## config.mk

```make
export PLATFORM = sky130hd
export DESIGN_NAME = traffic_light_ctrl_flat
export DESIGN_NICKNAME = d
export VERILOG_FILES = /design/src/rtl/traffic_light_ctrl_pkg.sv /design/src/rtl/traffic_light_ctrl_if.sv /design/src/rtl/traffic_light_ctrl_tl_timer.sv /design/src/rtl/traffic_light_ctrl.sv /design/src/flat_wrapper.sv
export SDC_FILE = /design/constraint.sdc
export NUM_CORES = 1
export LEC_CHECK = 0
export BUFFER_PORTS_ARGS = -buffer_cell sky130_fd_sc_hd__buf_4
export CAP_MARGIN = 5
export CORE_UTILIZATION = 55
export DETAILED_ROUTE_END_ITERATION = 10
export GPL_ROUTABILITY_DRIVEN = 0
export PLACE_DENSITY = 0.84
export RECOVER_POWER = 100
export SYNTH_ARGS = -nofsm -noshare
export SYNTH_HDL_FRONTEND = slang
export SYNTH_HIERARCHICAL = 1
export SYNTH_SLANG_ARGS = --single-unit
```

## constraint.sdc

```tcl
create_clock -name clk -period 4.8 [get_ports clk]
set_input_delay 0.48 -clock clk [delete_from_list [all_inputs] [get_ports clk]]
set_output_delay 0.48 -clock clk [all_outputs]
set_load 0.02 [all_outputs]
```

## src/rtl/traffic_light_ctrl_pkg.sv

```systemverilog
// Shared types for the pedestrian-crossing sequencer: state codes, lamp-vector
// bit positions and the Moore lamp decode.
package traffic_light_ctrl_pkg;

  typedef enum logic [2:0] {
    CLEAR_A    = 3'd0,
    CAR_GREEN  = 3'd1,
    CAR_YELLOW = 3'd2,
    CLEAR_B    = 3'd3,
    PED_GREEN  = 3'd4,
    NIGHT      = 3'd5
  } tl_state_e;

  localparam int LAMP_W          = 5;
  localparam int LAMP_CAR_RED    = 4;
  localparam int LAMP_CAR_YELLOW = 3;
  localparam int LAMP_CAR_GREEN  = 2;
  localparam int LAMP_PED_RED    = 1;
  localparam int LAMP_PED_GREEN  = 0;

  function automatic logic [LAMP_W-1:0] lamp_decode(tl_state_e st, logic blink);
    logic [LAMP_W-1:0] v;
    v = '0;
    case (st)
      CAR_GREEN: begin
        v[LAMP_CAR_GREEN] = 1'b1;
        v[LAMP_PED_RED]   = 1'b1;
      end
      CAR_YELLOW: begin
        v[LAMP_CAR_YELLOW] = 1'b1;
        v[LAMP_PED_RED]    = 1'b1;
      end
      PED_GREEN: begin
        v[LAMP_CAR_RED]   = 1'b1;
        v[LAMP_PED_GREEN] = 1'b1;
      end
      NIGHT: v[LAMP_CAR_YELLOW] = blink;
      // clearance states and illegal codes both show all-red
      default: begin
        v[LAMP_CAR_RED] = 1'b1;
        v[LAMP_PED_RED] = 1'b1;
      end
    endcase
    return v;
  endfunction

endpackage

```

## src/rtl/traffic_light_ctrl_if.sv

```systemverilog
// Control inputs and lamp outputs of the crossing sequencer; the controller
// side is the slave, the board/test side the master.
interface traffic_light_ctrl_if;
  logic       en;
  logic       ped_req;
  logic       night_mode;
  logic       car_red;
  logic       car_yellow;
  logic       car_green;
  logic       ped_red;
  logic       ped_green;
  logic       ped_wait;
  logic [2:0] state_o;

  modport master (
    output en, ped_req, night_mode,
    input  car_red, car_yellow, car_green, ped_red, ped_green, ped_wait, state_o
  );

  modport slave (
    input  en, ped_req, night_mode,
    output car_red, car_yellow, car_green, ped_red, ped_green, ped_wait, state_o
  );
endinterface

```

## src/rtl/traffic_light_ctrl_tl_timer.sv

```systemverilog
// Loadable phase down-counter; holds at zero and flags expiry while zero.
module tl_timer #(
  parameter int               CNT_W   = 8,
  parameter logic [CNT_W-1:0] RST_VAL = '0
) (
  input  logic             clk,
  input  logic             rst_n,
  input  logic             en,
  input  logic             load,
  input  logic [CNT_W-1:0] load_val,
  output logic             expired
);

  logic [CNT_W-1:0] r_count;

  always_ff @(posedge clk or negedge rst_n) begin
    if (!rst_n) begin
      r_count <= RST_VAL;
    end else if (en) begin
      if (load) begin
        r_count <= load_val;
      end else if (r_count != '0) begin
        r_count <= r_count - CNT_W'(1);
      end
    end
  end

  assign expired = (r_count == '0);

endmodule

```

## src/rtl/traffic_light_ctrl.sv

```systemverilog
// Pedestrian-crossing sequencer: Moore FSM over a shared phase timer, with
// latched pedestrian requests and a flashing-yellow night mode.
//   state      | meaning
//   CLEAR_A    | all-red before car green
//   CAR_GREEN  | cars go; exits after min green only on request or night
//   CAR_YELLOW | cars stopping
//   CLEAR_B    | all-red before pedestrian green
//   PED_GREEN  | pedestrians cross
//   NIGHT      | car yellow flashes, everything else dark
module traffic_light_ctrl
  import traffic_light_ctrl_pkg::*;
#(
  parameter int CNT_W       = 8,
  parameter int T_CLEAR     = 2,
  parameter int T_MIN_GREEN = 5,
  parameter int T_YELLOW    = 3,
  parameter int T_PED       = 10,
  parameter int T_BLINK     = 4
) (
  input  logic                 clk,
  input  logic                 rst_n,
  traffic_light_ctrl_if.slave  bus
);

  localparam int T_MAX = (1 << CNT_W) - 1;

  if (T_CLEAR < 1 || T_CLEAR > T_MAX || T_MIN_GREEN < 1 || T_MIN_GREEN > T_MAX ||
      T_YELLOW < 1 || T_YELLOW > T_MAX || T_PED < 1 || T_PED > T_MAX ||
      T_BLINK < 1 || T_BLINK > T_MAX) begin : g_bad_param
    $error("traffic_light_ctrl: phase durations must lie in 1..2^CNT_W-1");
  end

  localparam logic [CNT_W-1:0] LD_CLEAR  = CNT_W'(T_CLEAR - 1);
  localparam logic [CNT_W-1:0] LD_GREEN  = CNT_W'(T_MIN_GREEN - 1);
  localparam logic [CNT_W-1:0] LD_YELLOW = CNT_W'(T_YELLOW - 1);
  localparam logic [CNT_W-1:0] LD_PED    = CNT_W'(T_PED - 1);
  localparam logic [CNT_W-1:0] LD_BLINK  = CNT_W'(T_BLINK - 1);

  tl_state_e          r_state;
  tl_state_e          w_state_nxt;
  logic               r_ped_pending;
  logic               r_blink;
  logic               w_blink_nxt;
  logic               w_load;
  logic [CNT_W-1:0]   w_load_val;
  logic               w_expired;
  logic               w_clr_pending;
  logic [LAMP_W-1:0]  w_lamps;

  tl_timer #(
    .CNT_W   (CNT_W),
    .RST_VAL (LD_CLEAR)
  ) u_timer (
    .clk      (clk),
    .rst_n    (rst_n),
    .en       (bus.en),
    .load     (w_load),
    .load_val (w_load_val),
    .expired  (w_expired)
  );

  always_ff @(posedge clk or negedge rst_n) begin
    if (!rst_n) begin
      r_state       <= CLEAR_A;
      r_blink       <= 1'b0;
      r_ped_pending <= 1'b0;
    end else begin
      if (bus.en) begin
        r_state <= w_state_nxt;
        r_blink <= w_blink_nxt;
      end
      // requests are latched even while frozen; entering service clears them
      if (bus.en && w_clr_pending) begin
        r_ped_pending <= 1'b0;
      end else if (bus.ped_req && r_state != NIGHT) begin
        r_ped_pending <= 1'b1;
      end
    end
  end

  always_comb begin
    w_state_nxt = r_state;
    w_blink_nxt = r_blink;
    w_load      = 1'b0;
    w_load_val  = LD_CLEAR;
    case (r_state)
      CLEAR_A: if (w_expired) begin
        w_state_nxt = CAR_GREEN;
        w_load      = 1'b1;
        w_load_val  = LD_GREEN;
      end
      CAR_GREEN: if (w_expired && (r_ped_pending || bus.night_mode)) begin
        w_state_nxt = CAR_YELLOW;
        w_load      = 1'b1;
        w_load_val  = LD_YELLOW;
      end
      CAR_YELLOW: if (w_expired) begin
        w_load = 1'b1;
        if (bus.night_mode) begin
          w_state_nxt = NIGHT;
          w_load_val  = LD_BLINK;
          w_blink_nxt = 1'b1;
        end else begin
          w_state_nxt = CLEAR_B;
          w_load_val  = LD_CLEAR;
        end
      end
      CLEAR_B: if (w_expired) begin
        w_state_nxt = PED_GREEN;
        w_load      = 1'b1;
        w_load_val  = LD_PED;
      end
      PED_GREEN: if (w_expired) begin
        w_state_nxt = CLEAR_A;
        w_load      = 1'b1;
        w_load_val  = LD_CLEAR;
      end
      NIGHT: begin
        if (!bus.night_mode) begin
          w_state_nxt = CLEAR_A;
          w_load      = 1'b1;
          w_load_val  = LD_CLEAR;
        end else if (w_expired) begin
          w_load      = 1'b1;
          w_load_val  = LD_BLINK;
          w_blink_nxt = ~r_blink;
        end
      end
      default: begin
        w_state_nxt = CLEAR_A;
        w_load      = 1'b1;
        w_load_val  = LD_CLEAR;
      end
    endcase
  end

  assign w_clr_pending = (w_state_nxt == PED_GREEN && r_state != PED_GREEN) ||
                         (w_state_nxt == NIGHT && r_state != NIGHT);

  assign w_lamps        = lamp_decode(r_state, r_blink);
  assign bus.car_red    = w_lamps[LAMP_CAR_RED];
  assign bus.car_yellow = w_lamps[LAMP_CAR_YELLOW];
  assign bus.car_green  = w_lamps[LAMP_CAR_GREEN];
  assign bus.ped_red    = w_lamps[LAMP_PED_RED];
  assign bus.ped_green  = w_lamps[LAMP_PED_GREEN];
  assign bus.ped_wait   = r_ped_pending;
  assign bus.state_o    = r_state;

endmodule

```

## src/flat_wrapper.sv

```systemverilog
// flat-port wrapper written by rule: the top's interface ports become plain ports
module traffic_light_ctrl_flat import traffic_light_ctrl_pkg::*;
#(
  parameter int CNT_W       = 8,
  parameter int T_CLEAR     = 2,
  parameter int T_MIN_GREEN = 5,
  parameter int T_YELLOW    = 3,
  parameter int T_PED       = 10,
  parameter int T_BLINK     = 4
)
  (clk, rst_n, bus_en, bus_ped_req, bus_night_mode, bus_car_red, bus_car_yellow, bus_car_green, bus_ped_red, bus_ped_green, bus_ped_wait, bus_state_o);
  traffic_light_ctrl_if bus_i ();
  input  logic clk;
  input  logic rst_n;
  input wire logic [$bits(bus_i.en)-1:0] bus_en;
  input wire logic [$bits(bus_i.ped_req)-1:0] bus_ped_req;
  input wire logic [$bits(bus_i.night_mode)-1:0] bus_night_mode;
  output wire logic [$bits(bus_i.car_red)-1:0] bus_car_red;
  output wire logic [$bits(bus_i.car_yellow)-1:0] bus_car_yellow;
  output wire logic [$bits(bus_i.car_green)-1:0] bus_car_green;
  output wire logic [$bits(bus_i.ped_red)-1:0] bus_ped_red;
  output wire logic [$bits(bus_i.ped_green)-1:0] bus_ped_green;
  output wire logic [$bits(bus_i.ped_wait)-1:0] bus_ped_wait;
  output wire logic [$bits(bus_i.state_o)-1:0] bus_state_o;
  assign bus_i.en = bus_en;
  assign bus_i.ped_req = bus_ped_req;
  assign bus_i.night_mode = bus_night_mode;
  assign bus_car_red = bus_i.car_red;
  assign bus_car_yellow = bus_i.car_yellow;
  assign bus_car_green = bus_i.car_green;
  assign bus_ped_red = bus_i.ped_red;
  assign bus_ped_green = bus_i.ped_green;
  assign bus_ped_wait = bus_i.ped_wait;
  assign bus_state_o = bus_i.state_o;
  traffic_light_ctrl #(.CNT_W(CNT_W), .T_CLEAR(T_CLEAR), .T_MIN_GREEN(T_MIN_GREEN), .T_YELLOW(T_YELLOW), .T_PED(T_PED), .T_BLINK(T_BLINK)) u_core (.clk(clk), .rst_n(rst_n), .bus(bus_i));
endmodule
```

-- After elaboration in Yosys (flattened, before gate mapping)
Index checks and enable logic that the tools add are counted.
- $add $sub $neg: 1
- eq/ne operators: 13
- mux-type cells: 34
- bitwise gates (word level): 1
- reductions and logical operators: 18
- operators by type and width (operator ; count):
    one-hot mux 8 bit (5 select lines) ; 1
    two-way mux 8 bit ; 4
    two-way mux 3 bit ; 8
    one-hot mux 3 bit (6 select lines) ; 1
    two-way mux 1 bit ; 13
    == test 3 bit, second input constant ; 4
    logical NOT 8 bit ; 1
    nonzero test 8 bit ; 1
    subtractor 8 x 1 -> 8 bit, second input constant ; 1
    == test 3 x 2 -> 1 bit, second input constant ; 2
    two-way mux 2 bit ; 3
    inequality test 3 bit, second input constant ; 2
    AND reduction 6 bit ; 1
    nonzero test 2 bit ; 3
    logical AND 1 bit ; 5
    two-way mux 4 bit ; 1
    inequality test 2 x 1 -> 1 bit, second input constant ; 2
    inequality test 2 bit, second input constant ; 2
    one-hot mux 1 bit (2 select lines) ; 2
    OR reduction 4 bit ; 1
    == test 3 x 1 -> 1 bit, second input constant ; 1
    logical NOT 3 bit ; 1
    one-hot mux 1 bit (3 select lines) ; 1
    OR reduction 3 bit ; 1
    4 further kinds ; 5
- flip-flop bits (word level): 13
- input bits: 5
- output and inout port bits: 9
- word-level logic and storage cells: 71

-- Logic depth before layout (Yosys ltp)
- word-level depth: 9
- depth in mapped cells: 13
- gate-level depth less buffers: 9

-- Modules after synthesis
The synthesis kept the hierarchy.
- by module, submodules not included (module ; times used ; cells each ; area each (um^2) ; seq. area each (um^2)):
    tl_timer ; 1 ; 60 ; 523.0 ; 201.4
    traffic_light_ctrl ; 1 ; 60 ; 499.2 ; 125.1

-- Worst setup path before layout
OpenSTA, ideal clock, no wires.
- path kind: register to register
- from: reg u_core.u_timer.r_count[1]
- to: reg u_core.u_timer.r_count[7]
- library setup time: 0.128 ns
- arrival time: 2.593 ns
- data required time: 4.672 ns
- slack: 2.079 ns
- cell stages (with the launch flop): 14
- buffers on the path: 4
- period minus slack after synthesis: 2.721 ns
- path through: dfrtp_1 inv_1 ha_1 or3b_1 buf_2 nor2_1 buf_4 a21boi_0 o32a_1 clkbuf_1 buf_2 a21oi_1 o21ai_0 nand3_1
- cells in the longest elaborated chain, start to end: 6
- elaborated cells between the ends (all ways): 12
- those cells by class: add/sub: 1; mux: 6; reduce/logical: 5
- ends and longest elaborated chain (item ; line ; RTL):
    start, declared ; traffic_light_ctrl_tl_timer.sv:14 ; logic [CNT_W-1:0] r_count;
    start signal, assigned ; traffic_light_ctrl_tl_timer.sv:21 ; r_count <= load_val;
    start signal, assigned ; traffic_light_ctrl_tl_timer.sv:23 ; r_count <= r_count - CNT_W'(1);
    logical NOT 8 bit * ; traffic_light_ctrl_tl_timer.sv:28 ; assign expired = (r_count == '0);
    via u_core.w_expired ; traffic_light_ctrl.sv:46 ; logic w_expired;
    two-way mux 1 bit / logical AND 1 bit (equally long branches) ; n/a ;
    two-way mux 1 bit, on equally long branches ; traffic_light_ctrl.sv:119, traffic_light_ctrl.sv:92 ;
    one-hot mux 1 bit (3 select lines) * ; traffic_light_ctrl.sv:86 ; case (r_state)
    via u_core.w_load ; traffic_light_ctrl.sv:44 ; logic w_load;
    nonzero test 2 bit (no source line) ; n/a ;
    AND reduction 2 bit (no source line) ; n/a ;
Mark *: on every way through the listed nets, which the timed path passes. The rest lies on a longest branch. The select of a mux whose other input is x is not followed.
A chain may end at the register's enable or synchronous reset.

-- Final worst setup path
- from: reg u_core.u_timer.r_count[1]
- to: reg u_core.u_timer.r_count[5]
Same word-level chain as after synthesis.

==> impl_metrics.tcl <==
set metrics [dict create \
    synth_top_area_share_pct 29.4 \
    postSynthCellCount 120 \
    async_reset_ff_share_pct 100 \
    antenna_cells 0 \
    fin_util_pct 62.4 \
    power.density_nw_per_um2 504 \
    rows 15 \
    yosysSeqAreaShare_pct 31.9 \
    max_freq_mhz 282 \
    yosysTopAreaCell "dfrtp_1" \
    path_max_fanout 21 \
    slew_viol_final 0 \
    clk_latency_ns 0.28 \
    finalSetupViolCount 0 \
    postCtsSetupRepairBufs 0 \
    cts_buffer_depth 2 \
    grt_max_degree 22 \
    clk_pin_slew_worst_paths_ns 0.09 \
    worstPathArrival_ns 3.76 \
    firstDrtPassIters 4 \
    grt_pass1_wl_mm 3.62 \
    hold_class "primary input to asynchronous set/reset pin" \
    drv_cap 0 \
    ant_nets 0 \
    drc 0 \
    layout-drive-gt1-share_pct 11.5 \
    cts_max_level 1 \
    relSlewSlack_pct 49.7 \
    total_power_uw 543 \
    tns_ns 0 \
    synth_ff_type "dfrtp_1" \
    outcome "finished, final reports clean" \
    syn_avg_cell_area_um2 8.52 \
    fin_ws_ns 1.25 \
    wl_per_cell_um 14.6 \
    routed_via_density 6.06 \
    ys_ff_latch 13 \
    coreArea_um2 1730 \
    portBuffers 13 \
    fill_cells 162 \
    ys_warn_count 6 \
    hold_violations 0 \
    most-common-layout-cells "nor2_1, dfrtp_1, clkbuf_1, o21ai_0, nand2_1" \
    die_w_um 45.1 \
    vias 945 \
    numCtsBuffers 3 \
    ctsResizeCount 0 \
    rsz0062_at_grt "no" \
    critPathKind "flip-flop to flip-flop" \
    cts.hold.buffers_added 0 \
    cp.required_ns 5.01 \
    hpwl_mm 1.55 \
    fin_nets 138 \
    grt_remaining_overflow 0 \
    grt_pass1_vias 845 \
    dr.first_iter.drc_count 47 \
    syn2layout_area_growth_pct 5.39 \
    synth_edf_count 0 \
    tightest_slew_ns 0.748 \
    fin_crit_sh_pct 73.9 \
    period_needed_ns 3.55 \
    end_kind "flip-flop" \
    drt-total-wl_mm 2.28 \
    dieArea_um2 2030 \
    root_buffer "clkbuf_4" \
    die_y_um 45.1 \
    start_util_pct 59.2 \
    fin_skew_ns 0.00600 \
    synth_cell_types 51 \
    post-place-ws_ns 1.39 \
    antenna_found_initial 0 \
    netlist_area_um2 1020 \
    vdd_drop_max_mv 0.288 \
    cts_num_sinks 13 \
    boundaryPins 14 \
    crit_path_start_kind "flip-flop" \
    cts_tree "done" \
    grt_util_all_layers_pct 24.6 \
    ys_top_cells_by_area "dfrtp_1, nor2_1, o21ai_0, a21oi_1, nor3_1" \
    leakage_uw 0.000442 \
]
==> synth_stat cells, types with 3 or more instances <==
| library cell | number |
|---|---|
| o21ai_0 | 8 |
| dfrtp_1 | 12 |
| nand2_1 | 7 |
| buf_4 | 4 |
| o21ai_1 | 3 |
| nor2_1 | 12 |
| nand3_1 | 4 |
| inv_1 | 5 |
| nor3_1 | 6 |
| a21oi_1 | 6 |
| nand2b_1 | 3 |
| and3_1 | 3 |
==> through the flow <==
step                cells  area, µm²  hold slack, ns
finish                156       1080           0.224
global route          156       1080           0.276
floorplan             123       1030           0.184
detailed placement    152       1100           0.334
global placement      152       1100           0.334
CTS                   156       1130          0.0270
==> registers in the layout, summed over array words and instances (netlist names) <==
name,cells
u_core/u_timer/r_count,8
u_core/bus.state_o,3
u_core/bus.ped_wait,1
u_core/r_blink,1
==> worst paths after layout <==
path | end | from | slack (ns) | cells past startpoint
min in group clk | u_core/u_timer/r_count[0]$_DFFE_PN1P_ | u_core/u_timer/r_count[0]$_DFFE_PN1P_ | 0.53 | 2
max in group asynchronous | u_core/u_timer/r_count[1]$_DFFE_PN0P_ | rst_n | 4.12 | 1
max reg2reg | u_core/u_timer/r_count[5]$_DFFE_PN0P_ | u_core/u_timer/r_count[1]$_DFFE_PN0P_ | 1.25 | 9
max | u_core/u_timer/r_count[5]$_DFFE_PN0P_ | u_core/u_timer/r_count[1]$_DFFE_PN0P_ | 1.25 | 9
min reg2reg | u_core/u_timer/r_count[0]$_DFFE_PN1P_ | u_core/u_timer/r_count[0]$_DFFE_PN1P_ | 0.53 | 2
min | u_core/bus.state_o[1]$_DFFE_PN0P_ | rst_n | 0.22 | 1
==> where the power goes <==
group	switching, µW	internal [µW]	total [µW]
Sequential	71.9	151	223
Combinational	146	104	250
Clock	37.3	32.2	69.5
Total	256	287	543
==> layer usage <==
metal / global-route usage, % / wire [µm] / vias to the layer above / share of wire [%]
met2: 41.2 / 1060 / 41 / 46
li1: - / - / 463 / -
met4: 12.7 / 23 / 0 / 1.0
met1: 31.5 / 1070 / 436 / 47
met3: 2.40 / 136 / 5 / 6.0
met5: 0 / 0 / - / 0
==> critical path: stages (launching register included) <==
cell	delay, ns
dfrtp_1	0.42
inv_1	0.08
ha_1	0.17
or3b_1	0.46
nor2_1	0.58
a21boi_0	0.24
o32a_1	0.60
o31ai_1	0.33
or4_1	0.52
nand3_1	0.08
==> kinds of logic (layout without fill, tap and decap cells) <==
kind of cell,after synthesis,count (layout),synth area share (%)
fa+ha+maj,1,1,1.22
buf+inv,14,22,7.59
flops,13,13,31.9
mux,2,2,1.96
simple gates,53,53,32.2
other cells,1,4,0.367
compound gates,36,36,24.7
==> area by class of cell <==
| class | instances | area, µm² | area share (%) |
|---|---|---|---|
| clock buffers | 4 | 26.3 | 2.44 |
| flip-flops and latches | 13 | 327 | 30.3 |
| multi-input cells | 96 | 611 | 56.7 |
| inverters | 5 | 18.8 | 1.74 |
| well taps | 25 | 31.3 | 2.90 |
| repair buffers | 13 | 63.8 | 5.92 |
No activity file was read; power rests on OpenSTA's default activity.
